### src/rtl/gate_bist_pkg.sv
// Shared types and constants for the 2-input gate self-test sequencer.
// Latency: none (declarations only).
// Backpressure: none (declarations only).
package gate_bist_pkg;

    localparam int VEC_W    = 2;
    localparam int LOOP_W   = 6;
    localparam int SETTLE_W = 4;

    localparam logic [3:0] EXP_NOR = 4'b0001;
    localparam logic [3:0] EXP_AND = 4'b1000;
    localparam logic [3:0] EXP_OR  = 4'b1110;

    typedef enum logic [1:0] {
        ST_IDLE,
        ST_APPLY,
        ST_CHECK,
        ST_FINISH
    } state_t;

    // Expected gate output for input vector {a,b}.
    function automatic logic exp_bit(input logic [3:0] tbl, input logic [VEC_W-1:0] vec);
        return tbl[vec];
    endfunction

endpackage

### src/rtl/gate_bist_ctrl_if.sv
// Control/observation bundle between the BIST sequencer, its requester and the gate under test.
// Latency: none (wiring only).
// Backpressure: none; start/done handshake, GATE_BIST_FAILLOG_EN adds the fail-log signals.
interface gate_bist_ctrl_if;
    import gate_bist_pkg::*;

    logic             start;
    logic             abort;
    logic             gate_y;
    logic             gate_a;
    logic             gate_b;
    logic             busy;
    logic             done;
    logic             pass;
`ifdef GATE_BIST_FAILLOG_EN
    logic [7:0]       err_cnt;
    logic [VEC_W-1:0] first_fail;
    logic             fail_valid;
`endif

    // Requester side: issues start/abort and closes the loop through the gate.
    modport master (
        output start, abort, gate_y,
        input  gate_a, gate_b, busy, done, pass
`ifdef GATE_BIST_FAILLOG_EN
        , input err_cnt, first_fail, fail_valid
`endif
    );

    // Sequencer side.
    modport slave (
        input  start, abort, gate_y,
        output gate_a, gate_b, busy, done, pass
`ifdef GATE_BIST_FAILLOG_EN
        , output err_cnt, first_fail, fail_valid
`endif
    );

endinterface

### src/rtl/gate_bist_seq_cnt.sv
// Vector/loop counter: walks {a,b} through 00..11 for N_LOOPS sweeps, flags the final vector.
// Latency: vector updates one edge after load/advance; last is combinational from state.
// Backpressure: none; load has priority over advance.
module gate_bist_seq_cnt
    import gate_bist_pkg::*;
#(
    parameter int N_LOOPS = 1
) (
    input  logic             clk,
    input  logic             rst_n,
    input  logic             load_i,
    input  logic             adv_i,
    output logic [VEC_W-1:0] vec_o,
    output logic             last_o
);

    logic [VEC_W-1:0]  vec_q, vec_d;
    logic [LOOP_W-1:0] loop_q, loop_d;

    // Next vector/loop: load clears both, advance steps the vector and bumps loop on wrap.
    always_comb begin
        vec_d  = vec_q;
        loop_d = loop_q;
        if (load_i) begin
            vec_d  = '0;
            loop_d = '0;
        end else if (adv_i) begin
            vec_d = vec_q + VEC_W'(1);
            if (vec_q == '1) begin
                loop_d = loop_q + LOOP_W'(1);
            end
        end
    end

    // Counter registers.
    always_ff @(posedge clk or negedge rst_n) begin
        if (!rst_n) begin
            vec_q  <= '0;
            loop_q <= '0;
        end else begin
            vec_q  <= vec_d;
            loop_q <= loop_d;
        end
    end

    assign vec_o  = vec_q;
    assign last_o = (vec_q == '1) && (loop_q == LOOP_W'(N_LOOPS - 1));

endmodule

### src/rtl/gate_bist_ctrl.sv
// BIST sequencer for one 2-input gate: sweeps all vectors, compares against EXP_TABLE, reports pass.
// Latency: done 1 + 4*N_LOOPS*(SETTLE_CYCLES+1) cycles after start acceptance.
// Backpressure: start only taken in IDLE; abort cancels a run; GATE_BIST_FAILLOG_EN adds err/first-fail log.
module gate_bist_ctrl
    import gate_bist_pkg::*;
#(
    parameter logic [3:0] EXP_TABLE     = EXP_NOR,
    parameter int         N_LOOPS       = 1,
    parameter int         SETTLE_CYCLES = 1
) (
    input  logic            clk,
    input  logic            rst_n,
    gate_bist_ctrl_if.slave bus
);

    localparam logic [SETTLE_W-1:0] SETTLE_LD = SETTLE_W'(SETTLE_CYCLES - 1);

    state_t              state_q, state_d;
    logic [SETTLE_W-1:0] settle_q, settle_d;
    logic                fail_q, fail_d;
    logic                pass_q, pass_d;
    logic                done_q, done_d;
    logic                cnt_load;
    logic                cnt_adv;
    logic                vec_last;
    logic [VEC_W-1:0]    vec;
    logic                mismatch;

`ifdef GATE_BIST_FAILLOG_EN
    logic [7:0]          err_q, err_d;
    logic [VEC_W-1:0]    ff_q, ff_d;
    logic                fv_q, fv_d;
`endif

    // The counter register doubles as the registered gate input drive.
    gate_bist_seq_cnt #(
        .N_LOOPS (N_LOOPS)
    ) u_seq (
        .clk     (clk),
        .rst_n   (rst_n),
        .load_i  (cnt_load),
        .adv_i   (cnt_adv),
        .vec_o   (vec),
        .last_o  (vec_last)
    );

    assign mismatch = (bus.gate_y != exp_bit(EXP_TABLE, vec));

    // FSM next state, counter control, compare and result bookkeeping.
    always_comb begin
        state_d  = state_q;
        settle_d = settle_q;
        fail_d   = fail_q;
        pass_d   = pass_q;
        done_d   = 1'b0;
        cnt_load = 1'b0;
        cnt_adv  = 1'b0;
`ifdef GATE_BIST_FAILLOG_EN
        err_d    = err_q;
        ff_d     = ff_q;
        fv_d     = fv_q;
`endif
        case (state_q)
            ST_IDLE: begin
                if (bus.start) begin
                    state_d  = ST_APPLY;
                    settle_d = SETTLE_LD;
                    cnt_load = 1'b1;
                    fail_d   = 1'b0;
                    pass_d   = 1'b0;
`ifdef GATE_BIST_FAILLOG_EN
                    err_d    = '0;
                    ff_d     = '0;
                    fv_d     = 1'b0;
`endif
                end
            end
            ST_APPLY: begin
                if (bus.abort) begin
                    state_d  = ST_IDLE;
                    cnt_load = 1'b1;
                end else if (settle_q == '0) begin
                    state_d = ST_CHECK;
                end else begin
                    settle_d = settle_q - SETTLE_W'(1);
                end
            end
            ST_CHECK: begin
                if (bus.abort) begin
                    state_d  = ST_IDLE;
                    cnt_load = 1'b1;
                end else begin
                    if (mismatch) begin
                        fail_d = 1'b1;
`ifdef GATE_BIST_FAILLOG_EN
                        if (err_q != 8'hFF) begin
                            err_d = err_q + 8'd1;
                        end
                        if (!fv_q) begin
                            ff_d = vec;
                            fv_d = 1'b1;
                        end
`endif
                    end
                    if (vec_last) begin
                        state_d = ST_FINISH;
                    end else begin
                        state_d  = ST_APPLY;
                        settle_d = SETTLE_LD;
                        cnt_adv  = 1'b1;
                    end
                end
            end
            ST_FINISH: begin
                // Result and done leave on the same edge that returns to IDLE.
                state_d = ST_IDLE;
                done_d  = 1'b1;
                pass_d  = ~fail_q;
            end
            default: begin
                state_d = ST_IDLE;
            end
        endcase
    end

    // State and result registers.
    always_ff @(posedge clk or negedge rst_n) begin
        if (!rst_n) begin
            state_q  <= ST_IDLE;
            settle_q <= '0;
            fail_q   <= 1'b0;
            pass_q   <= 1'b0;
            done_q   <= 1'b0;
        end else begin
            state_q  <= state_d;
            settle_q <= settle_d;
            fail_q   <= fail_d;
            pass_q   <= pass_d;
            done_q   <= done_d;
        end
    end

`ifdef GATE_BIST_FAILLOG_EN
    // Fail-log registers.
    always_ff @(posedge clk or negedge rst_n) begin
        if (!rst_n) begin
            err_q <= '0;
            ff_q  <= '0;
            fv_q  <= 1'b0;
        end else begin
            err_q <= err_d;
            ff_q  <= ff_d;
            fv_q  <= fv_d;
        end
    end

    assign bus.err_cnt    = err_q;
    assign bus.first_fail = ff_q;
    assign bus.fail_valid = fv_q;
`endif

    assign bus.gate_a = vec[1];
    assign bus.gate_b = vec[0];
    assign bus.busy   = (state_q == ST_APPLY) || (state_q == ST_CHECK);
    assign bus.done   = done_q;
    assign bus.pass   = pass_q;

endmodule

### src/flat_wrapper.sv
// flat-port wrapper written by rule: the top's interface ports become plain ports
module gate_bist_ctrl_flat import gate_bist_pkg::*;
#(
    parameter logic [3:0] EXP_TABLE     = EXP_NOR,
    parameter int         N_LOOPS       = 1,
    parameter int         SETTLE_CYCLES = 1
)
  (clk, rst_n, bus_start, bus_abort, bus_gate_y, bus_gate_a, bus_gate_b, bus_busy, bus_done, bus_pass);
  gate_bist_ctrl_if bus_i ();
  input  logic clk;
  input  logic rst_n;
  input wire logic [$bits(bus_i.start)-1:0] bus_start;
  input wire logic [$bits(bus_i.abort)-1:0] bus_abort;
  input wire logic [$bits(bus_i.gate_y)-1:0] bus_gate_y;
  output wire logic [$bits(bus_i.gate_a)-1:0] bus_gate_a;
  output wire logic [$bits(bus_i.gate_b)-1:0] bus_gate_b;
  output wire logic [$bits(bus_i.busy)-1:0] bus_busy;
  output wire logic [$bits(bus_i.done)-1:0] bus_done;
  output wire logic [$bits(bus_i.pass)-1:0] bus_pass;
  assign bus_i.start = bus_start;
  assign bus_i.abort = bus_abort;
  assign bus_i.gate_y = bus_gate_y;
  assign bus_gate_a = bus_i.gate_a;
  assign bus_gate_b = bus_i.gate_b;
  assign bus_busy = bus_i.busy;
  assign bus_done = bus_i.done;
  assign bus_pass = bus_i.pass;
  gate_bist_ctrl #(.EXP_TABLE(EXP_TABLE), .N_LOOPS(N_LOOPS), .SETTLE_CYCLES(SETTLE_CYCLES)) u_core (.clk(clk), .rst_n(rst_n), .bus(bus_i));
endmodule
### config.mk
export PLATFORM = sky130hd
export DESIGN_NAME = gate_bist_ctrl_flat
export DESIGN_NICKNAME = d
export VERILOG_FILES = /design/src/rtl/gate_bist_pkg.sv /design/src/rtl/gate_bist_ctrl_if.sv /design/src/rtl/gate_bist_seq_cnt.sv /design/src/rtl/gate_bist_ctrl.sv /design/src/flat_wrapper.sv
export SDC_FILE = /design/constraint.sdc
export NUM_CORES = 1
export LEC_CHECK = 0
export CORE_MARGIN = 1
export CORE_UTILIZATION = 40
export DETAILED_ROUTE_END_ITERATION = 6
export MAX_ROUTING_LAYER = met4
export PLACE_DENSITY = 0.61
export SLEW_MARGIN = 20
export SYNTH_ARGS = -nofsm -noshare
export SYNTH_HDL_FRONTEND = slang
export SYNTH_SLANG_ARGS = --single-unit
### constraint.sdc
create_clock -name clk -period 2.1 [get_ports clk]
set_clock_uncertainty 0.15 [all_clocks]
set_input_delay 0.42 -clock clk [delete_from_list [all_inputs] [get_ports clk]]
set_output_delay 0.42 -clock clk [all_outputs]
set_load 0.005 [all_outputs]
==> results of run 1 <==
## sequential cells by signal, indices dropped and copies added, names as in the netlist
| signal | flops |
|---|---|
| u_core.fail_q | 1 |
| u_core.u_seq.loop_q | 6 |
| u_core.state_q | 2 |
| u_core.bus.pass | 1 |
| u_core.settle_q | 4 |
| u_core.bus.done | 1 |
| u_core.u_seq.vec_o | 2 |
## final cells by class
| type | instances | area share (%) |
|---|---|---|
| multi-input cells | 81 | 44.34 |
| flip-flops and latches | 17 | 32.63 |
| repair buffers | 23 | 15.16 |
| inverters | 10 | 2.879 |
| well taps | 30 | 2.879 |
| clock buffers | 3 | 1.727 |
| clock inverters | 1 | 0.3839 |
## cells by family (layout without fill, tap and decap cells)
family,count (synthesis),after routing
AO/OA/AOI/OAI,22,22
XOR/XNOR,5,5
adder cells (fa/ha/maj),10,10
buffers and inverters,12,37
flip-flops,17,17
multiplexers,4,4
AND/OR/NAND/NOR,40,40
## metal layers
layer / vias up / share of wire, %
li1: 428 / -
met2: 15 / 48
met4: 0 / 2.1
met5: - / 0
met3: 4 / 3.4
met1: 415 / 47
## layout by cell type, fill, tap and decap left out, drive strengths merged, types with 2 or more instances in the layout
master / instances
a211o: 2
xnor2: 5
dfrtp: 17
o21ai: 5
clkbuf: 3
nand2b: 2
buf: 14
inv: 10
clkdlybuf4s50: 8
nor3: 3
nand2: 11
o41ai: 2
or3: 3
a21oi: 6
ha: 10
a2111o: 2
nor2: 14
mux2i: 4
## synth_stat cells (all sizes together)
cell     number  area (um^2)
nand2b        2        20.02
a21oi         6        30.03
a211oi        1        7.510
buf           2        16.26
o22a          1        8.760
a2bb2oi       1        8.760
or2b          1        7.510
o21ai         5        25.02
dfrtp        17        425.4
and3          1        6.260
ha           10        125.1
nor2b         1        6.260
inv          10        37.54
a211o         2        17.52
nand4b        1        8.760
a22oi         1        7.510
mux2i         4        40.04
nand3b        1        7.510
nor3          3        15.01
o41ai         2        17.52
xnor2         5        43.79
and4bb        1        12.51
or3           3        18.77
a22o          1        10.01
nor3b         1        7.510
nor2         14        52.55
nand2        11        41.29
a2111o        2        22.52
## through the flow
| stage | power, mW | hold WS (ps) | std cells |
|---|---|---|---|
| finish | 1.549 | 272.7 | 165 |
| global route | 1.712 | 308.1 | 165 |
| CTS | 1.535 | 287.4 | 162 |
| detailed placement | 1.332 | 332.7 | 156 |
| global placement | 1.309 | 329.3 | 156 |
| floorplan | 0.9863 | -25.59 | 110 |
## where the power goes
part / switching, mW / total (mW) / leakage (nW) / internal, mW
clock: 0.116 / 0.187 / 0.0177 / 0.0711
combinational: 0.430 / 0.902 / 0.352 / 0.472
sequential: 0.0518 / 0.460 / 0.229 / 0.409
total: 0.597 / 1.55 / 0.599 / 0.952
## timing repair
| action | 4_1_cts | 5_1_grt |
|---|---|---|
| buffers inserted | 2 | 3 |
| pin swaps | 0 | 4 |
| gates resized for setup | 1 | 4 |
| endpoints found under the setup margin | 1 | 2 |
## worst min path at each step
stage	from	endpoint	slack, ps	cells after the start
after floorplan	rst_n	u_core.bus.done	-30	0
after global placement	u_core.fail_q	u_core.fail_q	330	2
after detailed placement	u_core.fail_q	u_core.fail_q	330	2
after CTS	rst_n	u_core.fail_q	290	2
after global routing	rst_n	u_core.bus.pass	310	2
final	rst_n	u_core.bus.done	270	2
## critical path, stage by stage (launching register included)
cell,delay [ps]
dfrtp_1,410
ha_1,240
and4bb_2,260
and3_4,170
a2111o_1,430
a211o_1,280
==> results.sh, run 1 <==
export IMPL_synth_compound_area_share_pct=14.81
export IMPL_slew_viol_final=0
export IMPL_fmax_ghz=0.4866
export IMPL_die_area_um2=2827
export IMPL_core_area_um2=2477
export IMPL_hold_buffers=0
export IMPL_remaining_drc_errors=0
export IMPL_fin_crit_sh_pct=97.87
export IMPL_period_needed_ps=2055
export IMPL_setup_viol=0
export IMPL_grt_busiest_layer="met2"
export IMPL_worst_pin_slew_ps=317.6
export IMPL_grt_use_total_pct=19.23
export IMPL_dieHeight_um=53.17
export IMPL_n_fill_cell=238
export IMPL_hpwl_um=1590
export IMPL_finalWorstSetupSlack_ps=44.74
export IMPL_cts_clk_slew_worst_paths_ps=110
export IMPL_synthCells=110
export IMPL_detail_route_first_pass_iterations=3
export IMPL_tns_ps=0
export IMPL_dpl_cell_area_um2=1226
export IMPL_crit_end="u_core.settle_q[2]"
export IMPL_grt_remaining_overflow=0
export IMPL_endpoint_kind="register"
export IMPL_drive_above_1_share_pct=17.78
export IMPL_cts_sinks=17
export IMPL_start_util_pct=42.27
export IMPL_viasPerCell=5.224
export IMPL_via_count=862
export IMPL_num_rows=18
export IMPL_htree_levels=1
export IMPL_synth_area_um2=1047
export IMPL_startpoint="u_core.u_seq.vec_o[0]"
export IMPL_seq_area_um2=425.4
export IMPL_post_route_util_pct=52.63
export IMPL_drtAntennaViolNets=0
export IMPL_cts_tree="built"
export IMPL_synth_mux_area_share_pct=3.823
export IMPL_synth_xor_xnor_area_share_pct=4.182
export IMPL_critical_path_required_ps=2140
export IMPL_cp_start_kind="register"
export IMPL_synthAdderAreaFrac_pct=11.95
export IMPL_slew_headroom_pct=78.82
export IMPL_multi_input_area_um2=578.1
export IMPL_cts_root_buf="clkbuf_4"
export IMPL_io_pin_count=10
export IMPL_r2r_setup_slack_ps=40
export IMPL_grt_max_degree=18
export IMPL_path_max_fanout=4
export IMPL_p_per_area_nw_per_um2=1188
export IMPL_holdCritPathClass="in2async"
export IMPL_ir_worst_vdd_uv=732.6
export IMPL_synthToLayoutAreaGrowth_pct=24.49
export IMPL_critPathKind="reg2reg"
export IMPL_ys_seq_area_share_pct=40.62
export IMPL_synth_simple_area_share_pct=19.47
export IMPL_drt_wirelength_per_cell_um=13.35
export IMPL_status="complete, no violations"
export IMPL_cap_violations=0
export IMPL_reg2reg_to="u_core.settle_q[2]"
export IMPL_grtUsageMet3_pct=3.448
export IMPL_met2_usage_pct=31.86
export IMPL_syn_nets=125
export IMPL_rsz0062_at_grt="yes"
export IMPL_diodes=0
export IMPL_antenna_found_initial=0
export IMPL_regToRegStartpoint="u_core.u_seq.vec_o[0]"
export IMPL_met1_usage_pct=22.93
export IMPL_routabilityCongestion=0.7083
export IMPL_syn_avg_cell_area_um2=9.520
export IMPL_die_w_um=53.17
export IMPL_yosysUniqueCellTypes=30
export IMPL_synth_yosys_warnings=0
export IMPL_synth_top_family_by_area="simple AND/OR/NAND/NOR gates"
export IMPL_worstPathArrival_ps=2100
export IMPL_worstRegToRegCells=5
export IMPL_fin_area_um2=1304
export IMPL_first_global_vias=885
export IMPL_layout_nets=151
export IMPL_portBuffers=9
export IMPL_grt_pass1_wl_um=3732
export IMPL_ys_ff_latch=17
export IMPL_hold_viol=0
export IMPL_clock_latency_ps=310
export IMPL_numCtsBuffers=3
export IMPL_dpl_worst_slack_ps=-123.5
export IMPL_drt_iter0_drc=2
export IMPL_cts_buffer_depth=2
export IMPL_routed_wl_um=2203
export IMPL_leakage_nw=0.5988
Power figures use the tool's default switching activity.
==> inputs of run 2 (changes only) <==
CORE_MARGIN = 5   (was 1)
==> results.sh, run 2 (synthesis results as in run 1) <==
export IMPL_status="complete, no violations"
export IMPL_critical_path_required_ps=2150
export IMPL_fin_crit_sh_pct=96.26
export IMPL_period_needed_ps=2021
export IMPL_cts_tree="built"
export IMPL_clock_latency_ps=300
export IMPL_rsz0062_at_grt="no"
export IMPL_path_max_fanout=4
export IMPL_critical_path_max_stage_delay_ps=410
export IMPL_worstRegToRegCells=6
export IMPL_numCtsBuffers=3
export IMPL_synthToLayoutAreaGrowth_pct=23.42
export IMPL_setup_viol=0
export IMPL_post_route_util_pct=51.70
export IMPL_fmax_ghz=0.4947
export IMPL_die_area_um2=3741
export IMPL_slew_headroom_pct=78.93
export IMPL_critPathKind="reg2reg"
export IMPL_slowest_stage="dfrtp_1"
export IMPL_layout_nets=151
export IMPL_p_per_area_nw_per_um2=1179
export IMPL_final_common_cell="dfrtp_1"
export IMPL_cp_start_kind="register"
export IMPL_drive_above_1_share_pct=16.30
export IMPL_cap_violations=0
export IMPL_num_rows=18
export IMPL_dieHeight_um=61.17
export IMPL_hold_viol=0
export IMPL_grt_pass1_wl_um=3525
export IMPL_layout_common_cells="dfrtp_1, nor2_1, buf_4, nand2_1, inv_1"
export IMPL_leakage_nw=0.5988
export IMPL_drt_wirelength_per_cell_um=12.53
export IMPL_grt_use_total_pct=13.52
export IMPL_largestRegisters="u_core.u_seq.loop_q: 6 flops, u_core.settle_q: 4 flops"
export IMPL_largest_reg_flops=6
export IMPL_hpwl_um=1520
export IMPL_drt_iter0_drc=20
export IMPL_remaining_drc_errors=0
export IMPL_ir_worst_vdd_uv=726.4
export IMPL_portBuffers=9
export IMPL_viasPerCell=4.982
export IMPL_endpoint_kind="register"
export IMPL_grt_max_degree=18
export IMPL_cts_clk_slew_worst_paths_ps=100
export IMPL_antenna_found_initial=0
export IMPL_htree_levels=1
export IMPL_start_util_pct=41.89
export IMPL_slew_viol_final=0
export IMPL_cts_sinks=17
export IMPL_worstPathArrival_ps=2070
export IMPL_core_area_um2=2500
export IMPL_worst_pin_slew_ps=315.3
export IMPL_largest_register="u_core.u_seq.loop_q"
export IMPL_crit_family="compound AO/OA/AOI/OAI gates"
export IMPL_die_w_um=61.17
export IMPL_hold_buffers=0
export IMPL_cts_buffer_depth=2
export IMPL_io_pin_count=10
export IMPL_routed_wl_um=2068
export IMPL_first_global_vias=782
export IMPL_crit_chain="inv_1 > ha_1 > and4bb_2 > and3_1 > a2111o_1 > a211o_1"
export IMPL_diodes=0
export IMPL_n_fill_cell=246
export IMPL_holdCritPathClass="in2async"
export IMPL_worst_path_buf_inv=1
export IMPL_detail_route_first_pass_iterations=4
export IMPL_tns_ps=0
export IMPL_cts_root_buf="clkbuf_4"
export IMPL_grt_remaining_overflow=0
export IMPL_cp_depth=6
export IMPL_routabilityCongestion=0.7648
export IMPL_via_count=822
export IMPL_drtAntennaViolNets=0
==> run 2: cell type report <==
type                    count  area, um^2  share of cell area, %
clock buffers               3       22.52                  1.742
clock inverters             1       5.005                 0.3872
inverters                  10       37.54                  2.904
multi-input cells          81       570.5                  44.14
flip-flops and latches     17       425.4                  32.91
well taps                  30       37.54                  2.904
repair buffers             23       193.9                  15.00
==> run 2: repair_timing <==
item / in CTS / in global routing
setup endpoints to repair: 1 / 3
resized for setup: 1 / 1
pin swaps: 0 / 0
setup buffers: 2 / 3
==> run 2: power breakdown <==
group          switching (mW)  internal (mW)
Clock                   0.110         0.0710
Sequential             0.0549          0.409
Combinational           0.420          0.459
Total                   0.585          0.938
==> run 2: path summary, 6_finish.rpt <==
path	from	end	slack, ps
max	u_core.u_seq.loop_q[0]	u_core.settle_q[2]	80
min	rst_n	u_core.settle_q[3]	280
max reg2reg	u_core.u_seq.loop_q[0]	u_core.settle_q[2]	80
min reg2reg	u_core.fail_q	u_core.fail_q	360
max in group asynchronous	rst_n	u_core.u_seq.loop_q[4]	1330
min in group clk	u_core.fail_q	u_core.fail_q	360
==> run 2: per-layer routing <==
layer	wire [um]	vias to the layer above	GRT usage, %	part of all wire [%]
met4	25	0	5.573	1.2
met1	1043	378	18.52	50
met5	0	-	-	0
met3	97	2	4.403	4.7
met2	902	13	18.13	44
li1	-	429	-	-
==> run 2: through the flow <==
stage	instance area (um^2)	worst slack, ps	hold WS, ps	power [mW]	std cells
2_1_floorplan	1047	40.81	-25.59	0.9863	110
3_3_place_gp	1226	-87.49	329.1	1.310	156
3_5_place_dp	1226	-125.8	336.7	1.325	156
4_1_cts	1267	36.70	278.2	1.527	162
5_1_grt	1292	16.18	298.3	1.655	165
6_report	1292	78.63	279.6	1.524	165
==> inputs of run 3 (changes only) <==
CORE_UTILIZATION = 50   (was 40)
PLACE_DENSITY = 0.74   (was 0.61)
==> results.sh, run 3 (synthesis results as in run 1) <==
export IMPL_status="complete, no violations"
export IMPL_layout_nets=151
export IMPL_fin_area_um2=1301
export IMPL_largest_reg_flops=6
export IMPL_cts_sinks=17
export IMPL_tns_ps=0
export IMPL_setup_viol=0
export IMPL_io_pin_count=10
export IMPL_largest_register="u_core.u_seq.loop_q"
export IMPL_crit_family="compound AO/OA/AOI/OAI gates"
export IMPL_htree_levels=1
export IMPL_hold_viol=0
export IMPL_dieHeight_um=55.77
export IMPL_cts_buffer_depth=2
export IMPL_synthToLayoutAreaGrowth_pct=24.25
export IMPL_slew_headroom_pct=78.65
export IMPL_cap_violations=0
export IMPL_cp_start_kind="register"
export IMPL_finalPower_mw=1.525
export IMPL_path_max_fanout=4
export IMPL_first_global_vias=885
export IMPL_dpl_cell_area_um2=1215
export IMPL_clock_latency_ps=290
export IMPL_drive_above_1_share_pct=17.78
export IMPL_crit_chain="inv_1 > ha_2 > and4bb_2 > and3_4 > a2111o_1 > a211o_1"
export IMPL_placed_cells=152
export IMPL_regToRegStartpoint="u_core.u_seq.loop_q[0]"
export IMPL_finalNonFillerCells=162
export IMPL_holdWs_ps=304.0
export IMPL_worstRegToRegCells=6
export IMPL_die_area_um2=3110
export IMPL_grt_max_degree=18
export IMPL_portBuffers=9
export IMPL_critical_path_max_stage_delay_ps=430
export IMPL_slowest_stage="a2111o_1"
export IMPL_start_util_pct=52.84
export IMPL_drtAntennaViolNets=0
export IMPL_cts_root_buf="clkbuf_4"
export IMPL_cts_clk_slew_worst_paths_ps=100
export IMPL_grt_use_total_pct=15.48
export IMPL_routed_wl_um=2175
export IMPL_p_per_area_nw_per_um2=1172
export IMPL_routabilityCongestion=0.7501
export IMPL_endpoint_kind="register"
export IMPL_startpoint="u_core.u_seq.loop_q[0]"
export IMPL_core_area_um2=1982
export IMPL_final_common_cell="dfrtp_1"
export IMPL_finalWorstSetupSlack_ps=62.81
export IMPL_fmax_ghz=0.4909
export IMPL_remaining_drc_errors=0
export IMPL_dpl_worst_slack_ps=-113.0
export IMPL_grt_remaining_overflow=0
export IMPL_layout_common_cells="dfrtp_1, nor2_1, buf_4, nand2_1, inv_1"
export IMPL_leakage_nw=0.5955
export IMPL_drt_wirelength_per_cell_um=13.43
export IMPL_antenna_found_initial=0
export IMPL_worst_pin_slew_ps=319.6
export IMPL_die_w_um=55.77
export IMPL_grt_pass1_wl_um=3857
export IMPL_via_count=866
export IMPL_worstPathArrival_ps=2070
export IMPL_worst_path_buf_inv=1
export IMPL_ir_worst_vdd_uv=867.2
export IMPL_r2r_setup_slack_ps=60
export IMPL_cts_tree="built"
export IMPL_holdCritPathClass="in2async"
export IMPL_detail_route_first_pass_iterations=4
export IMPL_critical_path_required_ps=2130
export IMPL_fin_crit_sh_pct=97.01
export IMPL_drt_iter0_drc=9
export IMPL_num_rows=16
export IMPL_diodes=0
export IMPL_slew_viol_final=0
export IMPL_viasPerCell=5.346
export IMPL_post_route_util_pct=65.66
export IMPL_largestRegisters="u_core.u_seq.loop_q: 6 flops, u_core.settle_q: 4 flops"
export IMPL_numCtsBuffers=3
export IMPL_cp_depth=6
export IMPL_hpwl_um=1581
export IMPL_critPathKind="reg2reg"
export IMPL_hold_buffers=0
export IMPL_period_needed_ps=2037
## run 3: cell count changes in the layout (fill, tap and decap cells not counted), sizes merged
cell    previous run  this run
clkbuf             3         4
clkinv             1         0
## run 3: power by group
group / internal, mW / total [mW] / switching [mW]
clock network: 0.0739 / 0.176 / 0.103
logic: 0.462 / 0.888 / 0.426
registers: 0.409 / 0.460 / 0.0519
total: 0.945 / 1.53 / 0.580
## run 3: path summary, 6_finish.rpt
path	end
min	u_core.state_q[1]
min in group clk	u_core.fail_q
max in group asynchronous	u_core.u_seq.loop_q[0]
max reg2reg	u_core.settle_q[2]
min reg2reg	u_core.fail_q
max	u_core.settle_q[2]
## run 3: final cells by class
| cell class | instances | area (um^2) |
|---|---|---|
| clock buffers | 4 | 26.28 |
| flip-flops and latches | 17 | 425.4 |
| well taps | 27 | 33.78 |
| inverters | 10 | 37.54 |
| fillers | 152 | 680.7 |
| multi-input cells | 81 | 580.6 |
| repair buffers | 23 | 197.7 |
## run 3: what timing repair did
item,4_1_cts,5_1_grt
gates resized for setup,1,6
setup endpoints to repair,1,2
pin swaps,0,3
buffers inserted,2,4
## run 3: routing by layer
metal / GRT usage [%] / vias up / routed length (um)
li1: - / 430 / -
met1: 18.44 / 416 / 978
met2: 26.35 / 18 / 1090
met3: 3.944 / 2 / 97
met4: 3.125 / 0 / 8
met5: - / - / 0
## run 3: worst reg2reg max path: stages, from the launching register on
cell and delay (ps):
dfrtp_1 410, inv_1 70, ha_2 170, and4bb_2 260, and3_4 180, a2111o_1 430
a211o_1 270
